==> config.mk <==
export PLATFORM = sky130hd
export DESIGN_NAME = mux_scan_ctrl
export DESIGN_NICKNAME = d
export VERILOG_FILES = /design/src/rtl/mux_scan_ctrl.sv
export SDC_FILE = /design/constraint.sdc
export NUM_CORES = 1
export LEC_CHECK = 0
export BUFFER_PORTS_ARGS = -buffer_cell sky130_fd_sc_hd__clkbuf_2
export CAP_MARGIN = 20
export CORE_UTILIZATION = 40
export CTS_CLUSTER_SIZE = 16
export DETAILED_ROUTE_END_ITERATION = 16
export PLACE_DENSITY = 0.7
export SYNTH_ARGS = -nofsm -noshare
export SYNTH_HDL_FRONTEND = slang
export SYNTH_SLANG_ARGS = --single-unit
==> constraint.sdc <==
create_clock -name clk -period 1.87 [get_ports clk]
set_input_delay 0 -clock clk [delete_from_list [all_inputs] [get_ports clk]]
set_output_delay 0 -clock clk [all_outputs]
set_load 0.02 [all_outputs]
==> src/rtl/mux_scan_ctrl.sv <==
// mux_scan_ctrl: walks a 4:1 mux select, settles on each channel,
// samples y_in and emits the assembled 4-bit word with a valid pulse.
module mux_scan_ctrl #(
    parameter int SETTLE_CYCLES = 4
) (
    input  logic       clk,
    input  logic       rst,
    input  logic       start,
    input  logic       cont,
    input  logic       y_in,
    output logic [1:0] sel,
    output logic       busy,
    output logic [3:0] dout,
    output logic       valid
);

    localparam logic [7:0] LP_CNT_LAST = 8'(SETTLE_CYCLES - 1);

    typedef enum logic [1:0] {
        ST_IDLE,
        ST_SETTLE,
        ST_SAMPLE,
        ST_DONE
    } state_t;

    state_t     r_state;
    state_t     w_state_nxt;
    logic [7:0] r_cnt;
    logic [7:0] w_cnt_nxt;
    logic [1:0] r_sel;
    logic [1:0] w_sel_nxt;
    logic [2:0] r_shadow;
    logic [2:0] w_shadow_nxt;
    logic [3:0] r_dout;
    logic [3:0] w_dout_nxt;
    logic       r_valid;
    logic       w_valid_nxt;

    always_ff @(posedge clk) begin
        if (rst) begin
            r_state  <= ST_IDLE;
            r_cnt    <= '0;
            r_sel    <= '0;
            r_shadow <= '0;
            r_dout   <= '0;
            r_valid  <= 1'b0;
        end else begin
            r_state  <= w_state_nxt;
            r_cnt    <= w_cnt_nxt;
            r_sel    <= w_sel_nxt;
            r_shadow <= w_shadow_nxt;
            r_dout   <= w_dout_nxt;
            r_valid  <= w_valid_nxt;
        end
    end

    always_comb begin
        w_state_nxt  = r_state;
        w_cnt_nxt    = r_cnt;
        w_sel_nxt    = r_sel;
        w_shadow_nxt = r_shadow;
        w_dout_nxt   = r_dout;
        w_valid_nxt  = 1'b0;
        unique case (r_state)
            ST_IDLE: begin
                if (start) begin
                    w_state_nxt = ST_SETTLE;
                    w_sel_nxt   = '0;
                    w_cnt_nxt   = '0;
                end
            end
            ST_SETTLE: begin
                if (r_cnt == LP_CNT_LAST) begin
                    w_state_nxt = ST_SAMPLE;
                end else begin
                    w_cnt_nxt = r_cnt + 8'd1;
                end
            end
            ST_SAMPLE: begin
                if (r_sel != 2'd3) begin
                    // channel 3 goes straight into dout, never via shadow
                    for (int i = 0; i < 3; i++) begin
                        if (r_sel == 2'(i)) begin
                            w_shadow_nxt[i] = y_in;
                        end
                    end
                    w_sel_nxt   = r_sel + 2'd1;
                    w_cnt_nxt   = '0;
                    w_state_nxt = ST_SETTLE;
                end else begin
                    w_dout_nxt  = {y_in, r_shadow};
                    w_valid_nxt = 1'b1;
                    w_sel_nxt   = '0;
                    w_state_nxt = ST_DONE;
                end
            end
            ST_DONE: begin
                if (cont) begin
                    w_state_nxt = ST_SETTLE;
                    w_sel_nxt   = '0;
                    w_cnt_nxt   = '0;
                end else begin
                    w_state_nxt = ST_IDLE;
                end
            end
            default: begin
                w_state_nxt = ST_IDLE;
            end
        endcase
    end

    assign sel   = r_sel;
    assign busy  = (r_state != ST_IDLE);
    assign dout  = r_dout;
    assign valid = r_valid;

endmodule

Word level (Yosys, flattened, before mapping)
Index checks and enable logic that the tools add are counted.
{ "word_totals": {"latchBits": 0, "mem_count": 0, "ram_bits": 0, "register_bits": 20, "in_bits": 5, "elab_cells": 51, "output_inout_bits": 8, "romBits": 0} }
{ "classes": {"shift": 0, "bitwise": 2, "div": 0, "n_reduce_logical": 12, "muxes": 15, "n_eq_ne": 12, "add_sub_neg": 2, "mul": 0, "magnitude_cmp": 0} }
{ "ops": {"columns": ["operator", "count"], "rows": [
  ["8-bit two-way mux", 4],
  ["8-bit case mux with 4 select lines", 1],
  ["2-bit two-way mux", 6],
  ["2-bit inequality test (second input constant)", 6],
  ["3-bit AND reduction", 4],
  ["8-bit by 1-bit adder with 8-bit output (second input constant)", 1],
  ["8-bit by 2-bit equality test with 1-bit output (second input constant)", 1],
  ["2-bit case mux with 4 select lines", 1],
  ["2-bit equality test (second input constant)", 3],
  ["2-bit case mux with 3 select lines", 1],
  ["2-bit by 1-bit equality test with 1-bit output (second input constant)", 2],
  ["2-bit zero test", 2],
  ["2-bit AND reduction", 2],
  ["4-bit AND reduction", 1],
  ["3-bit nonzero test", 1],
  ["2-bit by 1-bit adder with 2-bit output (second input constant)", 1],
  ["1-bit two-way mux", 2],
  ["1-bit NOT", 2],
  ["2-bit nonzero test", 1],
  ["2-bit OR reduction", 1]
]} }

Depth between registers and ports, before layout
Gate-level depths: netlist of run 1.
{ "depth": {"depth_word": 3, "depth_mapped": 5, "depth_no_buf": 5} }

Least setup slack after synthesis of run 1
No wires, ideal clock.
{ "synth_timing": {"path_kind": "reg-to-reg", "start": "reg r_sel[0], in the netlist sel[0]", "end": "reg r_cnt[0]", "path_stages_with_launch": 6, "path_slack_ps": 313, "arrival_time_ps": 1499, "required_ps": 1812, "setup_ps": 58, "n_path_buf": 0, "synth_period_minus_slack_ps": 1557, "cell_sequence": "dfxtp_1 > ha_1 > nand2b_1 > a21bo_2 > a21oi_1 > a211o_1"} }
{ "synth_via": {"elab_chain_cells": 3} }
{ "synth_rtl": {"columns": ["item", "line", "rtl"], "rows": [
  ["start: declaration", "30", "logic [1:0] r_sel;"],
  ["start signal: assignment", "50", "r_sel <= w_sel_nxt;"],
  ["2-bit inequality test", "80", "if (r_sel != 2'd3) begin"],
  ["2-bit inequality test (no source line)", null, null],
  ["4-bit AND reduction (no source line)", null, null],
  ["end signal: assignment", "49", "r_cnt <= w_cnt_nxt;"],
  ["end: declaration", "28", "logic [7:0] r_cnt;"]
]} }
No other way between the ends.
A chain may end at the register's enable or synchronous reset.

Final worst setup path of run 1
{ "layout_timing": {"start": "reg r_cnt[3]", "end": "reg r_cnt[1]"} }
{ "layout_via": {"elab_chain_cells": 3} }
{ "layout_rtl": {"columns": ["item", "line", "rtl"], "rows": [
  ["8-bit by 2-bit equality test with 1-bit output", "73", "if (r_cnt == LP_CNT_LAST) begin"],
  ["2-bit inequality test (no source line)", null, null],
  ["4-bit AND reduction (no source line)", null, null]
]} }
No other way between the ends.

==> impl_metrics.yaml, run 1 <==
status:
  status: "finished, final reports clean"
cells_and_area:
  nets: 139
  final_util_pct: 49.33
  diodes: 0
  n_fill_cell: 235
  drive_gt1_share_pct: 17.97
  area_growth_pct: 15.01
routing:
  detail-route-antenna-nets: 0
  routed_wl_um: 1821
  drt_iter0_drc: 37
  num_vias: 852
  drc_errors: 0
  via_per_inst: 5.462
  wire_per_inst_um: 11.67
  drtPass1Iterations: 4
global_routing:
  first_global_vias: 782
  track_usage_pct: 16.44
  antenna_found_initial: 0
  grt_max_degree: 19
  overflow: 0
  grt_first_pass_wirelength_um: 3174
placed_design:
  port_buffers: 12
  dp_slack_ns: 0.2809
  gp_congestion: 0.8580
  dp_hpwl_um: 1312
worst_hold_path:
  worstHoldPathType: "input port to flip-flop"
  hold_start: "rst"
die:
  dieWidth_um: 51.17
  core_mm2: 0.002255
  pin_count: 13
  num_rows: 17
  initial_core_util_pct: 42.90
  die_h_um: 51.17
  die-area_mm2: 0.002618
timing:
  fmax_mhz: 618.4
  slew_violations: 0
  worst_clock_skew_ns: 0.001123
  min_period_ns: 1.617
  worst_slack_ns: 0.2528
  setup_viol_count_final: 0
  final.setup.tns_ns: 0
  rsz0062_at_grt: "no"
  finalHoldViolations: 0
  relSlewSlack_pct: 70.08
  holdWs_ns: 0.1042
  tightest_slew_ns: 0.4488
  fin_crit_sh_pct: 86.48
worst_setup_path:
  crit_required_ns: 2.07
  worstPathArrival_ns: 1.82
  timing.rr.start: "r_cnt[3]$_SDFFE_PP0P_"
  crit_type: "flip-flop to flip-flop"
  crit_fanout: 7
  crit_start: "r_cnt[3]$_SDFFE_PP0P_"
  cp-start-kind: "flip-flop"
  critPathCaptureType: "flip-flop"
clock_tree:
  cts_tree: "built"
  htreeDepth: 1
  cts-resized-gates: 0
  cts.path.max_buffers: 2
  root_buffer: "clkbuf_4"
  clk_latency_ns: 0.30
  clkTransAtPathRegs_ns: 0.11
  numClockSinks: 20
  cts_made_buffers: 3
logic_synthesis:
  yosysTopAreaCell: "dfxtp_1"
  yosysMostFrequentCell: "dfxtp_1"
  postSynthAreaPerCell_um2: 8.636
  yosys-top-cells-area: "dfxtp_1, a21oi_1, ha_1"
  synth-edff-count: 0
  ys_warn_count: 0
  ys_seq_area_share_pct: 41.40
  synth.top_cell.area_share_pct: 41.40
  ys_types: 25
  synthCells: 112
  netlist_top_cells_count: "dfxtp_1, a21oi_1, nand2_1"
  syn_nets: 122
  synth_area_um2: 967.2
  synthArstFlopShare_pct: 0
  ys_ff_latch: 20
  synthFlopType: "dfxtp_1"
power:
  peakVddDrop_v: 0.0003586
  power_mw: 0.7345
  p_leak_nw: 0.4816
  powerDensity_mw_per_mm2: 660.3
run:
  max_cap_viol_count: 0
## logic make-up after synthesis
| kind of cell | after synthesis | synth area share, % |
|---|---|---|
| and+or+nand+nor | 55 | 31.57 |
| AOI/OAI and AO/OA | 26 | 18.24 |
| DFF | 20 | 41.40 |
| buffers and inverters | 6 | 2.328 |
| adders and majority gates | 5 | 6.468 |
## cell type report
type,instances,area [um2],share of cell area [%]
multi-input combinational,86,544.3,48.93
tap,28,35.03,3.150
clock buffer,4,36.28,3.262
sequential,20,400.4,36.00
timing repair buffer,15,85.08,7.649
inverter,3,11.26,1.012
## layer usage
metal / wire, um / vias to the layer above / track usage, %
met5: 0 / - / 0
met4: 31 / 0 / 12.50
met3: 59 / 4 / 2.679
met2: 819 / 15 / 24.56
met1: 910 / 396 / 20.91
li1: - / 437 / -
## metrics by stage
| stage | cells | instance area [um2] |
|---|---|---|
| 2_1_floorplan | 112 | 967.2 |
| 3_3_place_gp | 151 | 1066 |
| 6_report | 156 | 1112 |
| 5_1_grt | 156 | 1112 |
| 3_5_place_dp | 151 | 1066 |
| 4_1_cts | 156 | 1112 |
## power breakdown
group / switching (mW) / leakage, nW / internal, mW
Combinational: 0.0290 / 0.299 / 0.0197
Clock: 0.131 / 0.0210 / 0.119
Sequential: 0.00565 / 0.162 / 0.430
Total: 0.166 / 0.482 / 0.569
## repair_timing
| action | CTS | global route |
|---|---|---|
| hold endpoints to repair | 4 | 0 |
| buffers inserted | 0 | 0 |
| hold buffers | 1 | 0 |
## layout by cell type, fill, tap and decap left out
cell type | Yosys | layout
nor3_1 | 4 | 4
a21oi_1 | 13 | 13
dlygate4sd3_1 | 0 | 1
a311oi_1 | 2 | 2
nand2b_1 | 7 | 7
a22oi_1 | 2 | 2
ha_1 | 5 | 5
clkbuf_4 | 0 | 3
and2_1 | 1 | 1
clkbuf_8 | 0 | 1
nand3_1 | 10 | 10
nor2_1 | 4 | 4
nor3_4 | 1 | 1
a21bo_2 | 1 | 1
and3_2 | 1 | 1
nor3b_1 | 1 | 1
or4_4 | 1 | 1
nand2_1 | 12 | 12
and3_1 | 7 | 7
or3_1 | 1 | 1
or2_2 | 1 | 1
and2b_1 | 1 | 1
a211o_1 | 7 | 7
dfxtp_1 | 20 | 20
inv_1 | 3 | 3
clkbuf_2 | 0 | 12
buf_4 | 0 | 2
nor2b_1 | 3 | 3
o31ai_1 | 1 | 1
## worst max-delay path, cell delays in order (launching register included)
cell and delay [ns]:
dfxtp_1 0.37, or4_4 0.56, nor3_4 0.25, nor3b_1 0.09
a211o_1 0.26
## worst paths after layout
| check | to | slack, ns | cells past startpoint |
|---|---|---|---|
| setup reg to reg | r_cnt[1]$_SDFFE_PP0P_ | 0.25 | 4 |
| hold / removal | dout[0]$_SDFFE_PP0P_ | 0.10 | 2 |
| hold reg to reg | dout[0]$_SDFFE_PP0P_ | 0.47 | 2 |
| setup / recovery | r_cnt[1]$_SDFFE_PP0P_ | 0.25 | 4 |
## sequential cells by signal (all words and copies together), names as in the netlist
| register | flops |
|---|---|
| r_shadow | 3 |
| valid | 1 |
| r_cnt | 8 |
| sel | 2 |
| dout | 4 |
| r_state | 2 |
No activity file was read; power rests on OpenSTA's default activity.
==> inputs of run 2 (changes only) <==
--- a/config.mk
+++ b/config.mk
@@ -7,10 +7,10 @@
 export LEC_CHECK = 0
 export BUFFER_PORTS_ARGS = -buffer_cell sky130_fd_sc_hd__clkbuf_2
 export CAP_MARGIN = 20
-export CORE_UTILIZATION = 40
+export CORE_UTILIZATION = 45
 export CTS_CLUSTER_SIZE = 16
 export DETAILED_ROUTE_END_ITERATION = 16
-export PLACE_DENSITY = 0.7
+export PLACE_DENSITY = 0.76
 export SYNTH_ARGS = -nofsm -noshare
 export SYNTH_HDL_FRONTEND = slang
 export SYNTH_SLANG_ARGS = --single-unit
==> run 2 against run 1 <==
Effect of this change:
- critical path depth stayed put
- final cell count is 1.3% lower
- sequential share of layout area is 0.49 points higher
- maximum frequency is 1.5% lower
- cell area is 1.4% lower
- total power is 6.4% lower
- largest cell class unchanged
- critical endpoint unchanged
- largest power group unchanged
- sequential cell count stayed put
- sequential power hardly changed
- first-iteration DRC count is 70% lower
==> impl_metrics.yaml, run 2 (synthesis results as in run 1) <==
timing:
  min_period_ns: 1.641
  tightest_slew_ns: 0.4628
  setup_viol_count_final: 0
  worst_slack_ns: 0.2288
  rsz0062_at_grt: "no"
  holdWs_ns: 0.1053
  worst_clock_skew_ns: 0.003015
  slew_violations: 0
  finalHoldViolations: 0
  final.setup.tns_ns: 0
  relSlewSlack_pct: 69.15
  fmax_mhz: 609.3
  fin_crit_sh_pct: 87.76
cells_and_area:
  multiInputGateArea_um2: 544.3
  drive_gt1_share_pct: 17.32
  nets: 139
  n_fill_cell: 192
  final_cell_mix: "dfxtp_1, a21oi_1, nand2_1, clkbuf_2, nand3_1"
  area_growth_pct: 13.45
  seq_area_um2: 400.4
  diodes: 0
  largest_reg_flops: 8
  layout.cells.most_common: "dfxtp_1"
  max_flop_register: "r_cnt"
power:
  powerDensity_mw_per_mm2: 626.7
  peakVddDrop_v: 0.0003568
  p_leak_nw: 0.4744
  power_mw: 0.6877
worst_setup_path:
  critPathCaptureType: "flip-flop"
  crit_slowest_cell: "or4_4"
  cp_top_family: "simple AND/OR/NAND/NOR gates"
  crit_fanout: 7
  cp-start-kind: "flip-flop"
  crit_buf_inv: 0
  crit_path_cell_trace: "or4_4, nor3_4, nor3b_1, a211o_1"
  crit_type: "flip-flop to flip-flop"
  crit_required_ns: 2.07
  slowest_delay_ns: 0.57
  worstPathArrival_ns: 1.84
routing:
  routed_wl_um: 1880
  detail-route-antenna-nets: 0
  num_vias: 841
  drtPass1Iterations: 4
  via_per_inst: 5.461
  drt_iter0_drc: 11
  wire_per_inst_um: 12.21
  drc_errors: 0
die:
  die-area_mm2: 0.002339
  num_rows: 16
  pin_count: 13
  initial_core_util_pct: 48.80
  dieWidth_um: 48.36
  core_mm2: 0.001982
  die_h_um: 48.36
clock_tree:
  cts_made_buffers: 3
  cts-resized-gates: 0
  htreeDepth: 1
  clk_latency_ns: 0.30
  cts_tree: "built"
  root_buffer: "clkbuf_4"
  cts.path.max_buffers: 2
  clkTransAtPathRegs_ns: 0.11
  numClockSinks: 20
placed_design:
  gp_congestion: 0.8336
  port_buffers: 12
  dp_hpwl_um: 1372
  dp_slack_ns: 0.2640
global_routing:
  track_usage_pct: 17.52
  grt_first_pass_wirelength_um: 3249
  grt_max_degree: 19
  first_global_vias: 769
  antenna_found_initial: 0
  overflow: 0
status:
  status: "finished, final reports clean"
worst_hold_path:
  worstHoldPathType: "input port to flip-flop"
run:
  max_cap_viol_count: 0
[run 2: cell types whose count changed in the layout (fill, tap and decap cells not counted)]
cell | previous run | this run
clkbuf_8 | 1 | 0
[run 2: stage by stage]
stage	cell area [um2]	cells	utilization [%]
after global routing	1097	154	55.37
after floorplan	967.2	112	-
after CTS	1097	154	55.37
after detailed placement	1065	150	53.72
after global placement	1065	150	53.72
final	1097	154	55.37
[run 2: repair_timing]
| action | in CTS | in global routing |
|---|---|---|
| endpoints found under the hold margin | 4 | 0 |
| setup buffers | 0 | 0 |
| hold buffers | 1 | 0 |
[run 2: worst register-to-register path: cells and delay by family, from the launching register on]
family / cells / cell delay [ns]
AO/OA/AOI/OAI: 1 / 0.27
flip-flops: 1 / 0.38
AND/OR/NAND/NOR: 3 / 0.90
[run 2: final timing paths]
check	slack [ns]	start	endpoint	depth (start not counted)
max	0.23	r_cnt[3]$_SDFFE_PP0P_	r_cnt[1]$_SDFFE_PP0P_	4
min	0.11	rst	dout[1]$_SDFFE_PP0P_	2
max reg2reg	0.23	r_cnt[3]$_SDFFE_PP0P_	r_cnt[1]$_SDFFE_PP0P_	4
min reg2reg	0.46	dout[1]$_SDFFE_PP0P_	dout[1]$_SDFFE_PP0P_	2
[run 2: per-layer routing]
metal / up-vias / wire length (um) / track usage (%)
met5: - / 0 / 0
met4: 0 / 12 / 7.353
met3: 2 / 40 / 2.830
met2: 10 / 932 / 31.46
met1: 391 / 895 / 20.55
li1: 438 / - / -
[run 2: power by group]
part / internal (mW) / total, mW / switching, mW
sequential: 0.430 / 0.436 / 0.00589
combinational: 0.0195 / 0.0492 / 0.0297
clock: 0.0751 / 0.203 / 0.127
total: 0.525 / 0.688 / 0.163
[run 2: area by class of cell]
cell class	count	share of cell area [%]
inverters	3	1.026
well taps	27	3.079
repair buffers	15	7.754
flip-flops and latches	20	36.49
clock buffers	3	2.052
multi-input cells	86	49.60
==> inputs of run 3 (changes only) <==
--- a/config.mk
+++ b/config.mk
@@ -7,10 +7,12 @@
 export LEC_CHECK = 0
 export BUFFER_PORTS_ARGS = -buffer_cell sky130_fd_sc_hd__clkbuf_2
 export CAP_MARGIN = 20
+export CORE_MARGIN = 2
 export CORE_UTILIZATION = 45
 export CTS_CLUSTER_SIZE = 16
 export DETAILED_ROUTE_END_ITERATION = 16
 export PLACE_DENSITY = 0.76
+export SLEW_MARGIN = 20
 export SYNTH_ARGS = -nofsm -noshare
 export SYNTH_HDL_FRONTEND = slang
 export SYNTH_SLANG_ARGS = --single-unit
==> run 3 against run 2 <==
Effect of this change:
- final cell count is 0.65% higher
- total power is 7.7% higher
- clock power increased by 26%
- wire length fell by 2.2%
- first-iteration DRC count grew 64%
- cell area rose by 1.3%
- critical endpoint unchanged
- non-clock buffer count did not move
- clock-buffer cell count grew 1
- setup slack improved by 0.037 ns
- register-to-register slack improved by 0.04 ns
==> impl_metrics.yaml, run 3 (synthesis results as in run 1) <==
worst_setup_path:
  crit_type: "flip-flop to flip-flop"
  critPathCaptureType: "flip-flop"
  crit_slowest_cell: "or4_4"
  crit_path_cell_trace: "or4_4, nor3_4, nor3b_1, a211o_1"
  crit_fanout: 7
  crit_required_ns: 2.08
  slowest_delay_ns: 0.56
  cp_top_family: "simple AND/OR/NAND/NOR gates"
  crit_cells: 4
  crit_buf_inv: 0
  reg2reg_depth: 4
  cp-start-kind: "flip-flop"
  worstPathArrival_ns: 1.81
placed_design:
  gp_congestion: 0.9026
  port_buffers: 12
  dp_hpwl_um: 1357
die:
  initial_core_util_pct: 48.31
  dieWidth_um: 50.36
  die-area_mm2: 0.002536
  num_rows: 16
  core_mm2: 0.002002
  pin_count: 13
  die_h_um: 50.36
global_routing:
  first_global_vias: 782
  grt_first_pass_wirelength_um: 3270
  track_usage_pct: 16.76
  grt_max_degree: 19
  antenna_found_initial: 0
  overflow: 0
clock_tree:
  cts_made_buffers: 3
  cts.path.max_buffers: 2
  htreeDepth: 1
  numClockSinks: 20
  post_cts_buffers: 0
  root_buffer: "clkbuf_4"
  cts_tree: "built"
  clk_latency_ns: 0.30
  clkTransAtPathRegs_ns: 0.11
cells_and_area:
  n_fill_cell: 196
  seq_area_um2: 400.4
  nets: 139
  layout.cells.most_common: "dfxtp_1"
  final_cell_mix: "dfxtp_1, a21oi_1, nand2_1, clkbuf_2, nand3_1"
  max_flop_register: "r_cnt"
  diodes: 0
  drive_gt1_share_pct: 17.97
  largest_reg_flops: 8
  area_growth_pct: 14.88
  multiInputGateArea_um2: 544.3
timing:
  fmax_mhz: 623.3
  tightest_slew_ns: 0.4175
  worst_clock_skew_ns: 0.002753
  min_period_ns: 1.604
  relSlewSlack_pct: 72.17
  rsz0062_at_grt: "no"
  fin_crit_sh_pct: 85.79
  final.setup.tns_ns: 0
  setup_viol_count_final: 0
  slew_violations: 0
  holdWs_ns: 0.1041
  finalHoldViolations: 0
routing:
  routed_wl_um: 1839
  drc_errors: 0
  drtPass1Iterations: 4
  via_per_inst: 5.406
  drt_iter0_drc: 18
  detail-route-antenna-nets: 0
  wire_per_inst_um: 11.86
  num_vias: 838
worst_hold_path:
  hold_depth: 2
  worstHoldPathType: "input port to flip-flop"
run:
  max_cap_viol_count: 0
power:
  p_leak_nw: 0.4816
  powerDensity_mw_per_mm2: 666.4
  peakVddDrop_v: 0.0004321
status:
  status: "finished, final reports clean"
-- run 3: where the power goes --
part | internal [mW] | switching [mW]
Combinational | 0.0195 | 0.0292
Clock | 0.119 | 0.137
Sequential | 0.430 | 0.00572
Total | 0.569 | 0.172
-- run 3: path summary, 6_finish.rpt --
path / start / slack (ns) / endpoint
setup / recovery: r_cnt[3]$_SDFFE_PP0P_ / 0.27 / r_cnt[1]$_SDFFE_PP0P_
hold / removal: rst / 0.10 / r_shadow[2]$_SDFFE_PP0P_
setup reg to reg: r_cnt[3]$_SDFFE_PP0P_ / 0.27 / r_cnt[1]$_SDFFE_PP0P_
hold reg to reg: r_shadow[2]$_SDFFE_PP0P_ / 0.47 / r_shadow[2]$_SDFFE_PP0P_
-- run 3: through the flow --
stage / setup slack, ns / util (%) / total power, mW / instance area (um2) / instances
6_report: 0.2657 / 55.50 / 0.7404 / 1111 / 155
3_5_place_dp: 0.2841 / 53.19 / 0.4922 / 1065 / 150
4_1_cts: 0.2623 / 55.50 / 0.7458 / 1111 / 155
2_1_floorplan: 0.3126 / - / 0.4780 / 967.2 / 112
5_1_grt: 0.1848 / 55.50 / 0.7706 / 1111 / 155
3_3_place_gp: 0.3253 / 53.19 / 0.4909 / 1065 / 150
-- run 3: final cells by class --
| type | count | share of cell area [%] |
|---|---|---|
| clock buffers | 4 | 3.266 |
| flip-flops and latches | 20 | 36.04 |
| multi-input cells | 86 | 48.99 |
| repair buffers | 15 | 7.658 |
| inverters | 3 | 1.014 |
| well taps | 27 | 3.041 |
-- run 3: metal layers --
layer / up-vias / wire, um / global-route usage, %
li1: 436 / - / -
met1: 383 / 930 / 21.04
met2: 14 / 796 / 27.63
met3: 5 / 75 / 3.869
met4: 0 / 36 / 6.757
met5: - / 0 / 0
-- run 3: timing repair --
action                                 CTS  global route
endpoints found under the hold margin    4             0
resized for setup                        0             0
hold buffers                             1             0
